### src/rtl/rob_if.sv
// Bundle between rename/execute and the reorder buffer.
// master drives allocation and completion; slave is the ROB.
interface rob_if #(
  parameter int DEPTH = 16,
  parameter int TAGW  = $clog2(DEPTH)
);
  logic            alloc_valid;
  logic            alloc_has_dest;
  logic [2:0]      alloc_dest_arch;
  logic [4:0]      alloc_dest_phys;
  logic [4:0]      alloc_prev_phys;
  logic [TAGW-1:0] alloc_tag;
  logic            rob_full;
  logic            rob_empty;
  logic            complete_valid;
  logic [TAGW-1:0] complete_tag;
  logic            commit_valid;
  logic [2:0]      commit_arch;
  logic [4:0]      commit_phys;
  logic            new_free;
  logic [4:0]      new_free_reg;

  modport master (
    output alloc_valid, alloc_has_dest, alloc_dest_arch, alloc_dest_phys,
           alloc_prev_phys, complete_valid, complete_tag,
    input  alloc_tag, rob_full, rob_empty, commit_valid, commit_arch,
           commit_phys, new_free, new_free_reg
  );

  modport slave (
    input  alloc_valid, alloc_has_dest, alloc_dest_arch, alloc_dest_phys,
           alloc_prev_phys, complete_valid, complete_tag,
    output alloc_tag, rob_full, rob_empty, commit_valid, commit_arch,
           commit_phys, new_free, new_free_reg
  );
endinterface

### src/rtl/rob.sv
// In-order retirement reorder buffer: circular entry array, one commit per
// cycle, returning the superseded physical register to the free list.
module rob #(
  parameter int DEPTH = 16,
  parameter int TAGW  = $clog2(DEPTH)
) (
  input  logic  clk,
  input  logic  reset,
  rob_if.slave  rif
);
  localparam logic [TAGW:0] DEPTH_CNT = (TAGW+1)'(DEPTH);

  logic [DEPTH-1:0] valid_q, valid_d;
  logic [DEPTH-1:0] done_q, done_d;
  logic [DEPTH-1:0] has_dest_q, has_dest_d;
  logic [2:0]       dest_arch_q [DEPTH];
  logic [2:0]       dest_arch_d [DEPTH];
  logic [4:0]       dest_phys_q [DEPTH];
  logic [4:0]       dest_phys_d [DEPTH];
  logic [4:0]       prev_phys_q [DEPTH];
  logic [4:0]       prev_phys_d [DEPTH];

  logic [TAGW-1:0]  head_q, head_d;
  logic [TAGW-1:0]  tail_q, tail_d;
  logic [TAGW:0]    count_q, count_d;

  logic             commit_valid_q, commit_valid_d;
  logic [2:0]       commit_arch_q, commit_arch_d;
  logic [4:0]       commit_phys_q, commit_phys_d;
  logic             new_free_q, new_free_d;
  logic [4:0]       new_free_reg_q, new_free_reg_d;

  logic             full;
  logic             do_commit;
  logic             do_alloc;

  assign full = (count_q == DEPTH_CNT);

  // Next-state: commit from the head, accept completions, allocate at the tail.
  always_comb begin
    valid_d        = valid_q;
    done_d         = done_q;
    has_dest_d     = has_dest_q;
    dest_arch_d    = dest_arch_q;
    dest_phys_d    = dest_phys_q;
    prev_phys_d    = prev_phys_q;
    head_d         = head_q;
    tail_d         = tail_q;
    count_d        = count_q;
    commit_valid_d = 1'b0;
    commit_arch_d  = commit_arch_q;
    commit_phys_d  = commit_phys_q;
    new_free_d     = 1'b0;
    new_free_reg_d = new_free_reg_q;

    do_commit = valid_q[head_q] & done_q[head_q];
    do_alloc  = rif.alloc_valid & ~full;

    if (do_commit) begin
      valid_d[head_q] = 1'b0;
      done_d[head_q]  = 1'b0;
      head_d          = head_q + TAGW'(1);
      commit_valid_d  = 1'b1;
      commit_arch_d   = dest_arch_q[head_q];
      commit_phys_d   = dest_phys_q[head_q];
      new_free_d      = has_dest_q[head_q];
      new_free_reg_d  = prev_phys_q[head_q];
    end else begin
      head_d = head_q;
    end

    // A done head is never re-marked, so a late completion cannot resurrect it.
    if (rif.complete_valid && valid_q[rif.complete_tag] && !done_q[rif.complete_tag]) begin
      done_d[rif.complete_tag] = 1'b1;
    end else begin
      done_d = done_d;
    end

    if (do_alloc) begin
      valid_d[tail_q]     = 1'b1;
      done_d[tail_q]      = 1'b0;
      has_dest_d[tail_q]  = rif.alloc_has_dest;
      dest_arch_d[tail_q] = rif.alloc_dest_arch;
      dest_phys_d[tail_q] = rif.alloc_dest_phys;
      prev_phys_d[tail_q] = rif.alloc_prev_phys;
      tail_d              = tail_q + TAGW'(1);
    end else begin
      tail_d = tail_q;
    end

    case ({do_alloc, do_commit})
      2'b10:   count_d = count_q + (TAGW+1)'(1);
      2'b01:   count_d = count_q - (TAGW+1)'(1);
      default: count_d = count_q;
    endcase
  end

  // State register with synchronous reset discarding all in-flight entries.
  always_ff @(posedge clk) begin
    if (reset) begin
      valid_q        <= '0;
      done_q         <= '0;
      has_dest_q     <= '0;
      dest_arch_q    <= '{default: 3'd0};
      dest_phys_q    <= '{default: 5'd0};
      prev_phys_q    <= '{default: 5'd0};
      head_q         <= '0;
      tail_q         <= '0;
      count_q        <= '0;
      commit_valid_q <= 1'b0;
      commit_arch_q  <= 3'd0;
      commit_phys_q  <= 5'd0;
      new_free_q     <= 1'b0;
      new_free_reg_q <= 5'd0;
    end else begin
      valid_q        <= valid_d;
      done_q         <= done_d;
      has_dest_q     <= has_dest_d;
      dest_arch_q    <= dest_arch_d;
      dest_phys_q    <= dest_phys_d;
      prev_phys_q    <= prev_phys_d;
      head_q         <= head_d;
      tail_q         <= tail_d;
      count_q        <= count_d;
      commit_valid_q <= commit_valid_d;
      commit_arch_q  <= commit_arch_d;
      commit_phys_q  <= commit_phys_d;
      new_free_q     <= new_free_d;
      new_free_reg_q <= new_free_reg_d;
    end
  end

  assign rif.alloc_tag    = tail_q;
  assign rif.rob_full     = full;
  assign rif.rob_empty    = (count_q == '0);
  assign rif.commit_valid = commit_valid_q;
  assign rif.commit_arch  = commit_arch_q;
  assign rif.commit_phys  = commit_phys_q;
  assign rif.new_free     = new_free_q;
  assign rif.new_free_reg = new_free_reg_q;
endmodule

### src/flat_wrapper.sv
// flat-port wrapper written by rule: the top's interface ports become plain ports
module rob_flat 
#(
  parameter int DEPTH = 16,
  parameter int TAGW  = $clog2(DEPTH)
)
  (clk, reset, rif_alloc_valid, rif_alloc_has_dest, rif_alloc_dest_arch, rif_alloc_dest_phys, rif_alloc_prev_phys, rif_complete_valid, rif_complete_tag, rif_alloc_tag, rif_rob_full, rif_rob_empty, rif_commit_valid, rif_commit_arch, rif_commit_phys, rif_new_free, rif_new_free_reg);
  rob_if #(.DEPTH(DEPTH), .TAGW(TAGW)) rif_i ();
  input  logic clk;
  input  logic reset;
  input wire logic [$bits(rif_i.alloc_valid)-1:0] rif_alloc_valid;
  input wire logic [$bits(rif_i.alloc_has_dest)-1:0] rif_alloc_has_dest;
  input wire logic [$bits(rif_i.alloc_dest_arch)-1:0] rif_alloc_dest_arch;
  input wire logic [$bits(rif_i.alloc_dest_phys)-1:0] rif_alloc_dest_phys;
  input wire logic [$bits(rif_i.alloc_prev_phys)-1:0] rif_alloc_prev_phys;
  input wire logic [$bits(rif_i.complete_valid)-1:0] rif_complete_valid;
  input wire logic [$bits(rif_i.complete_tag)-1:0] rif_complete_tag;
  output wire logic [$bits(rif_i.alloc_tag)-1:0] rif_alloc_tag;
  output wire logic [$bits(rif_i.rob_full)-1:0] rif_rob_full;
  output wire logic [$bits(rif_i.rob_empty)-1:0] rif_rob_empty;
  output wire logic [$bits(rif_i.commit_valid)-1:0] rif_commit_valid;
  output wire logic [$bits(rif_i.commit_arch)-1:0] rif_commit_arch;
  output wire logic [$bits(rif_i.commit_phys)-1:0] rif_commit_phys;
  output wire logic [$bits(rif_i.new_free)-1:0] rif_new_free;
  output wire logic [$bits(rif_i.new_free_reg)-1:0] rif_new_free_reg;
  assign rif_i.alloc_valid = rif_alloc_valid;
  assign rif_i.alloc_has_dest = rif_alloc_has_dest;
  assign rif_i.alloc_dest_arch = rif_alloc_dest_arch;
  assign rif_i.alloc_dest_phys = rif_alloc_dest_phys;
  assign rif_i.alloc_prev_phys = rif_alloc_prev_phys;
  assign rif_i.complete_valid = rif_complete_valid;
  assign rif_i.complete_tag = rif_complete_tag;
  assign rif_alloc_tag = rif_i.alloc_tag;
  assign rif_rob_full = rif_i.rob_full;
  assign rif_rob_empty = rif_i.rob_empty;
  assign rif_commit_valid = rif_i.commit_valid;
  assign rif_commit_arch = rif_i.commit_arch;
  assign rif_commit_phys = rif_i.commit_phys;
  assign rif_new_free = rif_i.new_free;
  assign rif_new_free_reg = rif_i.new_free_reg;
  rob #(.DEPTH(DEPTH), .TAGW(TAGW)) u_core (.clk(clk), .reset(reset), .rif(rif_i));
endmodule
### config.mk
export PLATFORM = sky130hd
export DESIGN_NAME = rob_flat
export DESIGN_NICKNAME = d
export VERILOG_FILES = /design/src/rtl/rob_if.sv /design/src/rtl/rob.sv /design/src/flat_wrapper.sv
export SDC_FILE = /design/constraint.sdc
export NUM_CORES = 1
export LEC_CHECK = 0
export ABC_CLOCK_PERIOD_IN_PS = 11320
export CORE_ASPECT_RATIO = 0.5
export CORE_MARGIN = 1.5
export CORE_UTILIZATION = 57
export DETAILED_ROUTE_END_ITERATION = 12
export GPL_ROUTABILITY_DRIVEN = 0
export PLACE_DENSITY = 0.84
export SYNTH_ARGS = -nofsm -noshare
export SYNTH_HDL_FRONTEND = slang
export SYNTH_SLANG_ARGS = --single-unit
export TNS_END_PERCENT = 30
### constraint.sdc
create_clock -name clk -period 11.32 [get_ports clk]
set_input_delay 2.264 -clock clk [delete_from_list [all_inputs] [get_ports clk]]
set_output_delay 2.264 -clock clk [all_outputs]
set_load 0.01 [all_outputs]
==> results_tabular.tex, run 1 <==
\begin{tabular}{lr}
\hline
Metric & Value \\
\hline
\multicolumn{2}{l}{\textbf{Hold path}} \\
Classification of the worst-slack hold path & register to register \\
\multicolumn{2}{l}{\textbf{Setup path}} \\
CP startpoint kind & primary input \\
Required time worst endpoint & 11.75 ns \\
Instance count on the critical path & 12 \\
CP delay by family, top & compound AO/OA/AOI/OAI gates \\
Worst-path cell with the longest stage delay & sky130\_fd\_sc\_hd\_\_a21boi\_2 \\
Data arrival time of the critical path & 5.78 ns \\
Critical path startpoint & rif\_alloc\_valid \\
R2R Path Start & u\_core.head\_q[0] \\
Type of the setup path with the least slack & primary input to register \\
Endpoint of the most critical register-to-register path & u\_core.count\_q[4] \\
Worst path cell trace & clkdlybuf4s50\_1 -> a21boi\_2 -> inv\_1 -> ha\_1 -> xor2\_1 -> ha\_1 -> o21a\_1 -> o22a\_1 -> a21oi\_1 -> xor2\_1 -> or3\_1 -> a21oi\_1 \\
Delay of the slowest cell on the worst path & 0.84 ns \\
Worst reg2reg path depth & 13 \\
Worst setup slack for register-to-register paths & between 7 and 8 ns \\
Worst setup path endpoint & u\_core.count\_q[4] \\
Number of buffers and inverters on the critical path & 2 \\
Type of destination of the critical path & register \\
Max FO, Critical Path & 25 \\
\multicolumn{2}{l}{\textbf{Floorplan}} \\
Die extent in x & between 200 and 250 µm \\
Row Count & 38 \\
Die height & around 110 µm \\
Initial standard-cell utilization of the core & 57.89\% \\
Top Ports & 43 \\
Die Area & 22870 µm² \\
Std-Cell Core Area & roughly 22000 µm² \\
\multicolumn{2}{l}{\textbf{GRT}} \\
Antenna violations before repair & 0 \\
First-pass GRT wire length & about 55000 µm \\
Total gr overflow & 0 \\
Maximum number of pins on one net before global-route repair & between 150 and 200 \\
Number of global-route vias before repair & around 10k \\
GRT Overall Usage & around a third \\
\multicolumn{2}{l}{\textbf{Placed design}} \\
Count of buffers from port buffering & 42 \\
DP Area & roughly 13000 µm² \\
Detailed-placement wirelength estimate & 21060 µm \\
\multicolumn{2}{l}{\textbf{Synthesis}} \\
Post-synthesis instance area & roughly 12000 µm² \\
Part of the Yosys area used for sequential elements & about 45\% \\
Mapped Nets & 1486 \\
Synthesized netlist cell count & 1452 \\
Warnings from Yosys & 0 \\
Number of storage elements in the synthesis netlist & about 280 \\
Proportion of register bits with asynchronous set or reset after synthesis & 0\% \\
Number of distinct library cells after synthesis & 52 \\
Most frequently used flop master after synthesis & sky130\_fd\_sc\_hd\_\_dfxtp\_1 \\
Number of enable flip-flop cells after synthesis & 0 \\
Post-synthesis area per instance & roughly 8.6 µm² \\
\multicolumn{2}{l}{\textbf{Status}} \\
Outcome & complete, no violations \\
\multicolumn{2}{l}{\textbf{Layout}} \\
Fin util & a little under two thirds \\
Number of antenna repair diodes & 0 \\
Final nets & roughly 1.4k \\
Final Instance Area & 13670 µm² \\
Regs by FF count & u\_core.dest\_phys\_q (80), u\_core.prev\_phys\_q (80), u\_core.dest\_arch\_q (48) \\
Synthesis-to-layout area growth & 9.413\% \\
Layout cell share with drive strength beyond 1 & a little over a tenth \\
\multicolumn{2}{l}{\textbf{CTS}} \\
TritonCTS Buffers & 24 \\
Clock sink count & 284 \\
Clock latency on the worst-skew pair & about 0.52 ns \\
Clock tree from TritonCTS & yes \\
H-tree depth reported by CTS & 1 \\
Clock slew seen by the registers of the worst setup and hold paths & about 0.070 ns \\
Maximum clock insertion buffer count & 3 \\
Quantity of gates resized following cts & 0 \\
Cell at the root of the clock tree & sky130\_fd\_sc\_hd\_\_clkbuf\_16 \\
CTS Hold Buffers Added & 0 \\
Post-CTS repair timing setup buffer count & 0 \\
\multicolumn{2}{l}{\textbf{Routing}} \\
Antenna viol nets, final & 0 \\
Average wire length per cell after detail routing & between 20 and 25 µm \\
Wire length after detailed routing & about 36000 µm \\
DRT Pass-1 Iters & 6 \\
Routed via count divided by cell count & around 6.3 \\
Vias & $\sim$11k \\
Initial detailed-routing violation count & $\sim$1.6k \\
Remaining routing DRC violations & 0 \\
\multicolumn{2}{l}{\textbf{Timing}} \\
Final setup viols & 0 \\
Achievable frequency & between 0.15 and 0.2 GHz \\
Time the worst path needs with I/O delays and setup & about 5.3 ns \\
Unrepaired setup endpoints after global routing & false \\
Slew of the pin with the lowest slew margin & roughly 1.3 ns \\
Worst slew slack as a fraction of its limit & between 10\% and 20\% \\
Post-route fraction of the period consumed by the critical path & a little under half \\
Setup clock skew after layout & roughly 0.010 ns \\
Worst hold margin & 0.4531 ns \\
Number of max-slew violations in the final report & 0 \\
Final hold violation count & 0 \\
Setup tns final & 0 ns \\
\multicolumn{2}{l}{\textbf{Run}} \\
Max Cap Viol & 0 \\
\multicolumn{2}{l}{\textbf{Pwr}} \\
Peak supply drop & approximately 0.077 mV \\
Leakage power total & between 4 and 5 nW \\
Pwr dens & approximately 140 nW/µm² \\
Post-route total power & approximately 1.9 mW \\
\hline
\end{tabular}
==> report_power, final <==
group          internal [mW]  switching [mW]  total (mW)
clock network          0.452           0.377       0.829
logic                 0.0323          0.0658      0.0980
registers               1.01         0.00845        1.02
total                   1.49           0.451        1.94
==> through the flow <==
step / std cells / setup WS [ns]
after floorplan: 1452 / 6.562
after global placement: 1683 / 5.786
after detailed placement: 1683 / 5.592
after CTS: 1727 / 6.043
after global routing: 1727 / 5.736
final: 1727 / 5.971
==> worst min-delay path by stage <==
stage / to / start / slack, ns / cells after the start
after floorplan: u_core.dest_arch_q[15] / u_core.dest_arch_q[15] / 0.43 / 2
final: u_core.has_dest_q[9] / u_core.has_dest_q[9] / 0.45 / 2
after global routing: u_core.prev_phys_q[49] / u_core.prev_phys_q[49] / 0.47 / 2
after detailed placement: u_core.prev_phys_q[49] / u_core.prev_phys_q[49] / 0.44 / 2
after CTS: u_core.prev_phys_q[49] / u_core.prev_phys_q[49] / 0.45 / 2
after global placement: u_core.prev_phys_q[13] / u_core.prev_phys_q[13] / 0.44 / 2
==> placed cells by master, fill, tap and decap left out, types with 4 or more instances in the layout <==
cell type and n:
sky130_fd_sc_hd__a211oi_1 8, sky130_fd_sc_hd__clkdlybuf4s50_1 41, sky130_fd_sc_hd__nor2b_1 5, sky130_fd_sc_hd__buf_4 12, sky130_fd_sc_hd__dfxtp_1 282, sky130_fd_sc_hd__nand3_1 23
sky130_fd_sc_hd__clkinv_2 7, sky130_fd_sc_hd__mux4_2 73, sky130_fd_sc_hd__o21ai_0 19, sky130_fd_sc_hd__clkbuf_8 6, sky130_fd_sc_hd__inv_1 15, sky130_fd_sc_hd__nor3_2 4
sky130_fd_sc_hd__nand2b_1 5, sky130_fd_sc_hd__nor2_1 49, sky130_fd_sc_hd__a21oi_1 255, sky130_fd_sc_hd__clkbuf_16 26, sky130_fd_sc_hd__nor3_1 8, sky130_fd_sc_hd__mux2i_1 23
sky130_fd_sc_hd__nor2_2 10, sky130_fd_sc_hd__ha_1 12, sky130_fd_sc_hd__or3_1 4, sky130_fd_sc_hd__nand4_1 7, sky130_fd_sc_hd__xor2_1 6, sky130_fd_sc_hd__nand2_1 475
==> cells by family after synthesis <==
logic type,synth area share [%]
multiplexers,15.39
AND/OR/NAND/NOR,19.43
buffers and inverters,4.786
adder cells (fa/ha/maj),1.202
flip-flops,45.50
XOR/XNOR,0.6309
AO/OA/AOI/OAI,13.07
==> worst reg2reg max path, stage by stage (launching register included) <==
cell and delay (ns):
sky130_fd_sc_hd__dfxtp_4 0.58, sky130_fd_sc_hd__buf_4 0.84, sky130_fd_sc_hd__a31o_1 0.26, sky130_fd_sc_hd__o32a_1 0.23
sky130_fd_sc_hd__inv_1 0.09, sky130_fd_sc_hd__ha_1 0.31, sky130_fd_sc_hd__xor2_1 0.20, sky130_fd_sc_hd__ha_1 0.23
sky130_fd_sc_hd__o21a_1 0.17, sky130_fd_sc_hd__o22a_1 0.20, sky130_fd_sc_hd__a21oi_1 0.26, sky130_fd_sc_hd__xor2_1 0.11
sky130_fd_sc_hd__or3_1 0.32, sky130_fd_sc_hd__a21oi_1 0.15
==> cells in the mapped netlist, drive strengths merged (3+ instances only) <==
cell type	instances	area share, %
inv	15	0.45
nand3	23	0.92
mux2i	23	1.8
nand2	475	14
xor2	6	0.42
or3	4	0.20
o22ai	3	0.15
a311oi	3	0.21
nor2	59	1.8
nor2b	5	0.25
buf	64	2.6
clkbuf	59	1.8
dfxtp	284	45
mux4	74	13
nand2b	5	0.25
nor3b	3	0.18
a21oi	255	10
o21ai	21	0.84
ha	12	1.2
nand4	7	0.35
xnor2	3	0.21
a211oi	8	0.48
nor3	12	0.64
==> per-layer routing <==
layer  track usage, %  wire [µm]  vias to the layer above  share of wire, %
met5            1.609         17                        -             0.047
met4            14.89       1698                        2               4.7
met3            8.897       4855                      133                13
met2            50.23      16310                      728                45
met1            39.28      13170                     5109                37
li1                 -          -                     4849                 -
==> final cells by class <==
cell class,count,area [µm²]
flip-flops and latches,284,5693
inverters,15,56.30
multi-input cells,1030,6237
clock inverters,12,72.57
well taps,300,375.4
fillers,1655,7914
repair buffers,54,514.2
clock buffers,32,723.2
Power figures use the tool's default switching activity.
==> run 2, diff against run 1 <==
- ABC_CLOCK_PERIOD_IN_PS: 11320 -> 5500
- clock period: 11.32 -> 5.5 ns (I/O delays scaled with it)
==> results_tabular.tex, run 2 (synthesized netlist as in run 1, its figures left out) <==
\begin{tabular}{lr}
\hline
Metric & Value \\
\hline
\multicolumn{2}{l}{\textbf{GRT}} \\
First-pass GRT wire length & $\sim$56000 µm \\
Antenna violations before repair & 0 \\
Total gr overflow & 0 \\
GRT Overall Usage & between 30\% and 40\% \\
Maximum number of pins on one net before global-route repair & 169 \\
Number of global-route vias before repair & 10.45k \\
\multicolumn{2}{l}{\textbf{Routing}} \\
Remaining routing DRC violations & 0 \\
DRT Pass-1 Iters & 6 \\
Routed via count divided by cell count & about 6.4 \\
Average wire length per cell after detail routing & approximately 21 µm \\
Initial detailed-routing violation count & roughly 1.9k \\
Wire length after detailed routing & 36100 µm \\
Vias & 11.07k \\
Antenna viol nets, final & 0 \\
\multicolumn{2}{l}{\textbf{Setup path}} \\
Worst path cell trace & mux4\_2 -> mux2i\_1 -> a31o\_1 -> o32a\_1 -> inv\_1 -> ha\_1 -> xor2\_1 -> ha\_1 -> o21a\_1 -> o22a\_1 -> a21oi\_1 -> xor2\_1 -> or3\_1 -> a21oi\_1 \\
R2R Path Start & u\_core.head\_q[2] \\
Type of destination of the critical path & register \\
Endpoint of the most critical register-to-register path & u\_core.count\_q[4] \\
Worst-path cell with the longest stage delay & sky130\_fd\_sc\_hd\_\_dfxtp\_1 \\
Type of the setup path with the least slack & register to register \\
Required time worst endpoint & around 6 ns \\
CP startpoint kind & register \\
Worst setup slack for register-to-register paths & 1.64 ns \\
CP delay by family, top & compound AO/OA/AOI/OAI gates \\
Delay of the slowest cell on the worst path & between 0.7 and 0.8 ns \\
Number of buffers and inverters on the critical path & 1 \\
Data arrival time of the critical path & approximately 4.3 ns \\
Max FO, Critical Path & 15 \\
Worst reg2reg path depth & 14 \\
\multicolumn{2}{l}{\textbf{Timing}} \\
Setup clock skew after layout & approximately 0.032 ns \\
Final hold violation count & 0 \\
Number of max-slew violations in the final report & 0 \\
Worst slew slack as a fraction of its limit & between 10\% and 20\% \\
Final setup viols & 0 \\
Time the worst path needs with I/O delays and setup & a little under 4 ns \\
Unrepaired setup endpoints after global routing & false \\
Post-route fraction of the period consumed by the critical path & between 70\% and 80\% \\
Setup tns final & 0 ns \\
Slew of the pin with the lowest slew margin & 1.215 ns \\
Achievable frequency & 0.2593 GHz \\
Worst hold margin & around 0.45 ns \\
\multicolumn{2}{l}{\textbf{Layout}} \\
Layout cell share with drive strength beyond 1 & around 10\% \\
Regs by FF count & u\_core.dest\_phys\_q (80), u\_core.prev\_phys\_q (80), u\_core.dest\_arch\_q (48) \\
Final nets & about 1.4k \\
Synthesis-to-layout area growth & 9.733\% \\
Multi-input gate area in the final layout & 6235 µm² \\
Most used cells in the layout excluding fill and tap cells & sky130\_fd\_sc\_hd\_\_nand2\_1, sky130\_fd\_sc\_hd\_\_dfxtp\_1, sky130\_fd\_sc\_hd\_\_a21oi\_1 \\
Number of filler cells placed in the layout & 1641 \\
Most common cell after layout, fill and taps aside & sky130\_fd\_sc\_hd\_\_nand2\_1 \\
Sequential Area & between 5000 and 6000 µm² \\
Number of antenna repair diodes & 0 \\
Fin cells & 1730 \\
\multicolumn{2}{l}{\textbf{Hold path}} \\
Endpoint with the worst hold slack & u\_core.dest\_phys\_q[47] \\
Beginning of the worst hold path & u\_core.dest\_phys\_q[47] \\
Classification of the worst-slack hold path & register to register \\
Cell depth of the worst hold path & 2 \\
\multicolumn{2}{l}{\textbf{Run}} \\
Max Cap Viol & 0 \\
\multicolumn{2}{l}{\textbf{Placed design}} \\
Detailed-placement wirelength estimate & approximately 22000 µm \\
Placed cells & 1685 \\
Count of buffers from port buffering & 42 \\
\multicolumn{2}{l}{\textbf{Floorplan}} \\
Die height & between 100 and 150 µm \\
Die Area & $\sim$23000 µm² \\
Row Count & 38 \\
Die extent in x & between 200 and 250 µm \\
Std-Cell Core Area & between 20000 and 25000 µm² \\
Initial standard-cell utilization of the core & between 50\% and 60\% \\
Top Ports & 43 \\
\multicolumn{2}{l}{\textbf{CTS}} \\
CTS Hold Buffers Added & 0 \\
Cell at the root of the clock tree & sky130\_fd\_sc\_hd\_\_clkbuf\_16 \\
TritonCTS Buffers & 25 \\
Maximum clock insertion buffer count & 3 \\
Clock sink count & roughly 280 \\
Clock tree from TritonCTS & yes \\
Clock slew seen by the registers of the worst setup and hold paths & around 0.07 ns \\
Post-CTS repair timing setup buffer count & 0 \\
Clock latency on the worst-skew pair & around 0.55 ns \\
H-tree depth reported by CTS & 1 \\
Quantity of gates resized following cts & 0 \\
\multicolumn{2}{l}{\textbf{Pwr}} \\
Leakage power total & around 4.4 nW \\
Pwr dens & a little under 300 nW/µm² \\
Peak supply drop & between 0.15 and 0.2 mV \\
\multicolumn{2}{l}{\textbf{Status}} \\
Outcome & complete, no violations \\
\hline
\end{tabular}
run 2: area by class of cell:
cell class / count / area share, %
clock buffer: 34 / 4.955
sequential: 284 / 41.52
inverter: 15 / 0.4106
multi-input combinational: 1030 / 45.47
clock inverter: 11 / 0.9581
timing repair buffer: 56 / 3.951
tap: 300 / 2.737
run 2: per-layer routing:
layer  vias to the layer above  track usage, %  wire length, µm
met1                      5240           41.35            13470
met4                         0           14.44             1456
met2                       824           49.18            16200
li1                       4858               -                -
met5                         -               0                0
met3                       143           7.701             4971
run 2: power by group:
part           total (mW)  switching (mW)  internal, mW  leakage (nW)
clock                1.77           0.797         0.970         0.387
combinational       0.207           0.139        0.0680          1.77
sequential           2.09          0.0180          2.08          2.29
run 2: worst register-to-register path: stages, from the launching register on:
cell and delay [ns]:
sky130_fd_sc_hd__dfxtp_1 0.76, sky130_fd_sc_hd__mux4_2 0.60, sky130_fd_sc_hd__mux2i_1 0.15, sky130_fd_sc_hd__a31o_1 0.13
sky130_fd_sc_hd__o32a_1 0.20, sky130_fd_sc_hd__inv_1 0.08, sky130_fd_sc_hd__ha_1 0.31, sky130_fd_sc_hd__xor2_1 0.19
sky130_fd_sc_hd__ha_1 0.23, sky130_fd_sc_hd__o21a_1 0.19, sky130_fd_sc_hd__o22a_1 0.19, sky130_fd_sc_hd__a21oi_1 0.19
sky130_fd_sc_hd__xor2_1 0.10, sky130_fd_sc_hd__or3_1 0.32, sky130_fd_sc_hd__a21oi_1 0.14
run 2: worst max path at each step:
stage,from,endpoint,cells past startpoint
detailed placement,rif_alloc_valid,u_core.count_q[4],13
global placement,rif_alloc_valid,u_core.count_q[4],13
CTS,u_core.head_q[2],u_core.count_q[4],14
finish,u_core.head_q[2],u_core.count_q[4],14
global route,u_core.head_q[2],u_core.count_q[4],14
floorplan,rif_alloc_valid,u_core.count_q[4],13
run 2: through the flow:
| stage | total power [mW] | setup WS, ns | util (%) | instance area [µm²] |
|---|---|---|---|---|
| 6_report | 4.070 | 1.643 | 63.52 | 13710 |
| 5_1_grt | 4.160 | 1.490 | 63.52 | 13710 |
| 4_1_cts | 4.053 | 1.683 | 63.52 | 13710 |
| 3_5_place_dp | 2.340 | 1.458 | 59.77 | 12900 |
| 3_3_place_gp | 2.332 | 1.562 | 59.77 | 12900 |
| 2_1_floorplan | 2.273 | 1.906 | - | 12500 |
==> run 3, diff against run 2 <==
- ABC_CLOCK_PERIOD_IN_PS: 5500 -> 3600
- clock period: 5.5 -> 3.6 ns (I/O delays scaled with it)
==> results_tabular.tex, run 3 (synthesized netlist as in run 1, its figures left out) <==
\begin{tabular}{lr}
\hline
Metric & Value \\
\hline
\multicolumn{2}{l}{\textbf{CTS}} \\
Clock tree from TritonCTS & yes \\
H-tree depth reported by CTS & 1 \\
Clock sink count & around 280 \\
Clock slew seen by the registers of the worst setup and hold paths & around 0.070 ns \\
Maximum clock insertion buffer count & 3 \\
Cell at the root of the clock tree & sky130\_fd\_sc\_hd\_\_clkbuf\_16 \\
Clock latency on the worst-skew pair & $\sim$0.53 ns \\
TritonCTS Buffers & 25 \\
CTS Hold Buffers Added & 0 \\
\multicolumn{2}{l}{\textbf{Pwr}} \\
Leakage power total & roughly 4.7 nW \\
Pwr dens & $\sim$450 nW/µm² \\
Peak supply drop & about 0.27 mV \\
\multicolumn{2}{l}{\textbf{Setup path}} \\
Type of the setup path with the least slack & register to register \\
Number of buffers and inverters on the critical path & 2 \\
Required time worst endpoint & about 4.1 ns \\
Max FO, Critical Path & 12 \\
Worst path cell trace & buf\_4 -> mux2\_2 -> o221ai\_1 -> or2\_1 -> o32a\_1 -> inv\_1 -> ha\_2 -> xor2\_1 -> ha\_1 -> o21a\_1 -> o22a\_1 -> a21oi\_1 -> xor2\_1 -> or3\_1 -> a21oi\_1 \\
Data arrival time of the critical path & 3.79 ns \\
Worst-path cell with the longest stage delay & sky130\_fd\_sc\_hd\_\_dfxtp\_4 \\
CP startpoint kind & register \\
Delay of the slowest cell on the worst path & about 0.44 ns \\
CP delay by family, top & compound AO/OA/AOI/OAI gates \\
Type of destination of the critical path & register \\
\multicolumn{2}{l}{\textbf{GRT}} \\
Maximum number of pins on one net before global-route repair & around 120 \\
Most Used Layer, Global Route & met2 \\
Global routing usage on met1 & a little over two fifths \\
First-pass GRT wire length & 57990 µm \\
Number of global-route vias before repair & between 10k and 15k \\
GRT Overall Usage & between 30\% and 40\% \\
Total gr overflow & 0 \\
Global-route met3 utilization & under 10\% \\
Antenna violations before repair & 0 \\
GRT met2 Usage & around 52\% \\
\multicolumn{2}{l}{\textbf{Timing}} \\
Setup tns final & 0 ns \\
Number of max-slew violations in the final report & 0 \\
Time the worst path needs with I/O delays and setup & 3.340 ns \\
Post-route fraction of the period consumed by the critical path & 92.78\% \\
Worst slew slack as a fraction of its limit & between 30\% and 40\% \\
Final hold violation count & 0 \\
Setup clock skew after layout & around 0.012 ns \\
Slew of the pin with the lowest slew margin & just over 1 ns \\
Final setup viols & 0 \\
Achievable frequency & 0.2994 GHz \\
Unrepaired setup endpoints after global routing & false \\
\multicolumn{2}{l}{\textbf{Status}} \\
Outcome & complete, no violations \\
\multicolumn{2}{l}{\textbf{Floorplan}} \\
Top Ports & 43 \\
Die extent in x & between 200 and 250 µm \\
Initial standard-cell utilization of the core & between 50\% and 60\% \\
Std-Cell Core Area & 21590 µm² \\
Die Area & around 23000 µm² \\
Die height & 107.7 µm \\
Row Count & 38 \\
\multicolumn{2}{l}{\textbf{Layout}} \\
Layout cell share with drive strength beyond 1 & about an eighth \\
Fin util & between 60 and 70\% \\
Number of antenna repair diodes & 0 \\
Synthesis-to-layout area growth & 12.41\% \\
Most common cell after layout, fill and taps aside & sky130\_fd\_sc\_hd\_\_nand2\_1 \\
Regs by FF count & u\_core.dest\_phys\_q (80), u\_core.prev\_phys\_q (80), u\_core.dest\_arch\_q (48) \\
Number of filler cells placed in the layout & between 1.5k and 2k \\
Most used cells in the layout excluding fill and tap cells & sky130\_fd\_sc\_hd\_\_nand2\_1, sky130\_fd\_sc\_hd\_\_dfxtp\_1, sky130\_fd\_sc\_hd\_\_a21oi\_1 \\
Final nets & between 1k and 1.5k \\
\multicolumn{2}{l}{\textbf{Routing}} \\
Initial detailed-routing violation count & between 1.5k and 2k \\
Routed via count divided by cell count & between 6 and 7 \\
Remaining routing DRC violations & 0 \\
DRT Pass-1 Iters & 6 \\
Average wire length per cell after detail routing & 20.93 µm \\
Antenna viol nets, final & 0 \\
Wire length after detailed routing & 37030 µm \\
Vias & 11.30k \\
\multicolumn{2}{l}{\textbf{Placed design}} \\
Detailed-placement wirelength estimate & 22840 µm \\
Count of buffers from port buffering & between 40 and 50 \\
\multicolumn{2}{l}{\textbf{Run}} \\
Max Cap Viol & 0 \\
\multicolumn{2}{l}{\textbf{Hold path}} \\
Classification of the worst-slack hold path & register to register \\
\hline
\end{tabular}
==> run 3: per-stage QoR <==
step | power [mW] | area (µm²) | setup WS [ns] | cells | hold WS (ns)
after floorplan | 3.472 | 12500 | 0.03532 | 1452 | 0.4331
after global placement | 3.570 | 13150 | 0.1552 | 1720 | 0.4377
after detailed placement | 3.582 | 13150 | 0.1076 | 1720 | 0.4431
after CTS | 6.315 | 14010 | 0.08727 | 1765 | 0.4556
after global routing | 6.478 | 14050 | 0.08215 | 1769 | 0.4728
final | 6.338 | 14050 | 0.2599 | 1769 | 0.4564
==> run 3: where the power goes <==
part	internal (mW)	switching, mW
clock	1.61	1.21
combinational	0.110	0.214
sequential	3.17	0.0265
total	4.89	1.45
==> run 3: cell type report <==
type / count / area (µm²) / area share [%]
well taps: 300 / 375.4 / 2.672
inverters: 15 / 56.30 / 0.4009
clock buffers: 35 / 713.2 / 5.077
flip-flops and latches: 284 / 5693 / 40.53
clock inverters: 10 / 142.6 / 1.015
repair buffers: 95 / 850.8 / 6.057
multi-input cells: 1030 / 6215 / 44.25
==> run 3: worst min-delay path, stage by stage, from the launching register on <==
cell	delay (ns)
sky130_fd_sc_hd__dfxtp_1	0.31
sky130_fd_sc_hd__nand2_1	0.05
sky130_fd_sc_hd__a21oi_1	0.05
==> run 3: repair_timing <==
item | CTS | global route
setup endpoints to repair | 0 | 1
setup buffers | 0 | 4
gates resized for setup | 0 | 2
==> run 3: final timing paths <==
check / from / end / slack (ns) / cells after the start
worst min register to register: u_core.dest_phys_q[42] / u_core.dest_phys_q[42] / 0.46 / 2
worst max register to register: u_core.head_q[1] / u_core.count_q[4] / 0.26 / 15
worst max-delay path: u_core.head_q[1] / u_core.count_q[4] / 0.26 / 15
worst min-delay path: u_core.dest_phys_q[42] / u_core.dest_phys_q[42] / 0.46 / 2
==> run 3: per-layer routing <==
metal	up-vias	wire length (µm)
met5	-	0
met4	0	1559
met3	166	5111
met2	847	16760
met1	5352	13600
li1	4931	-
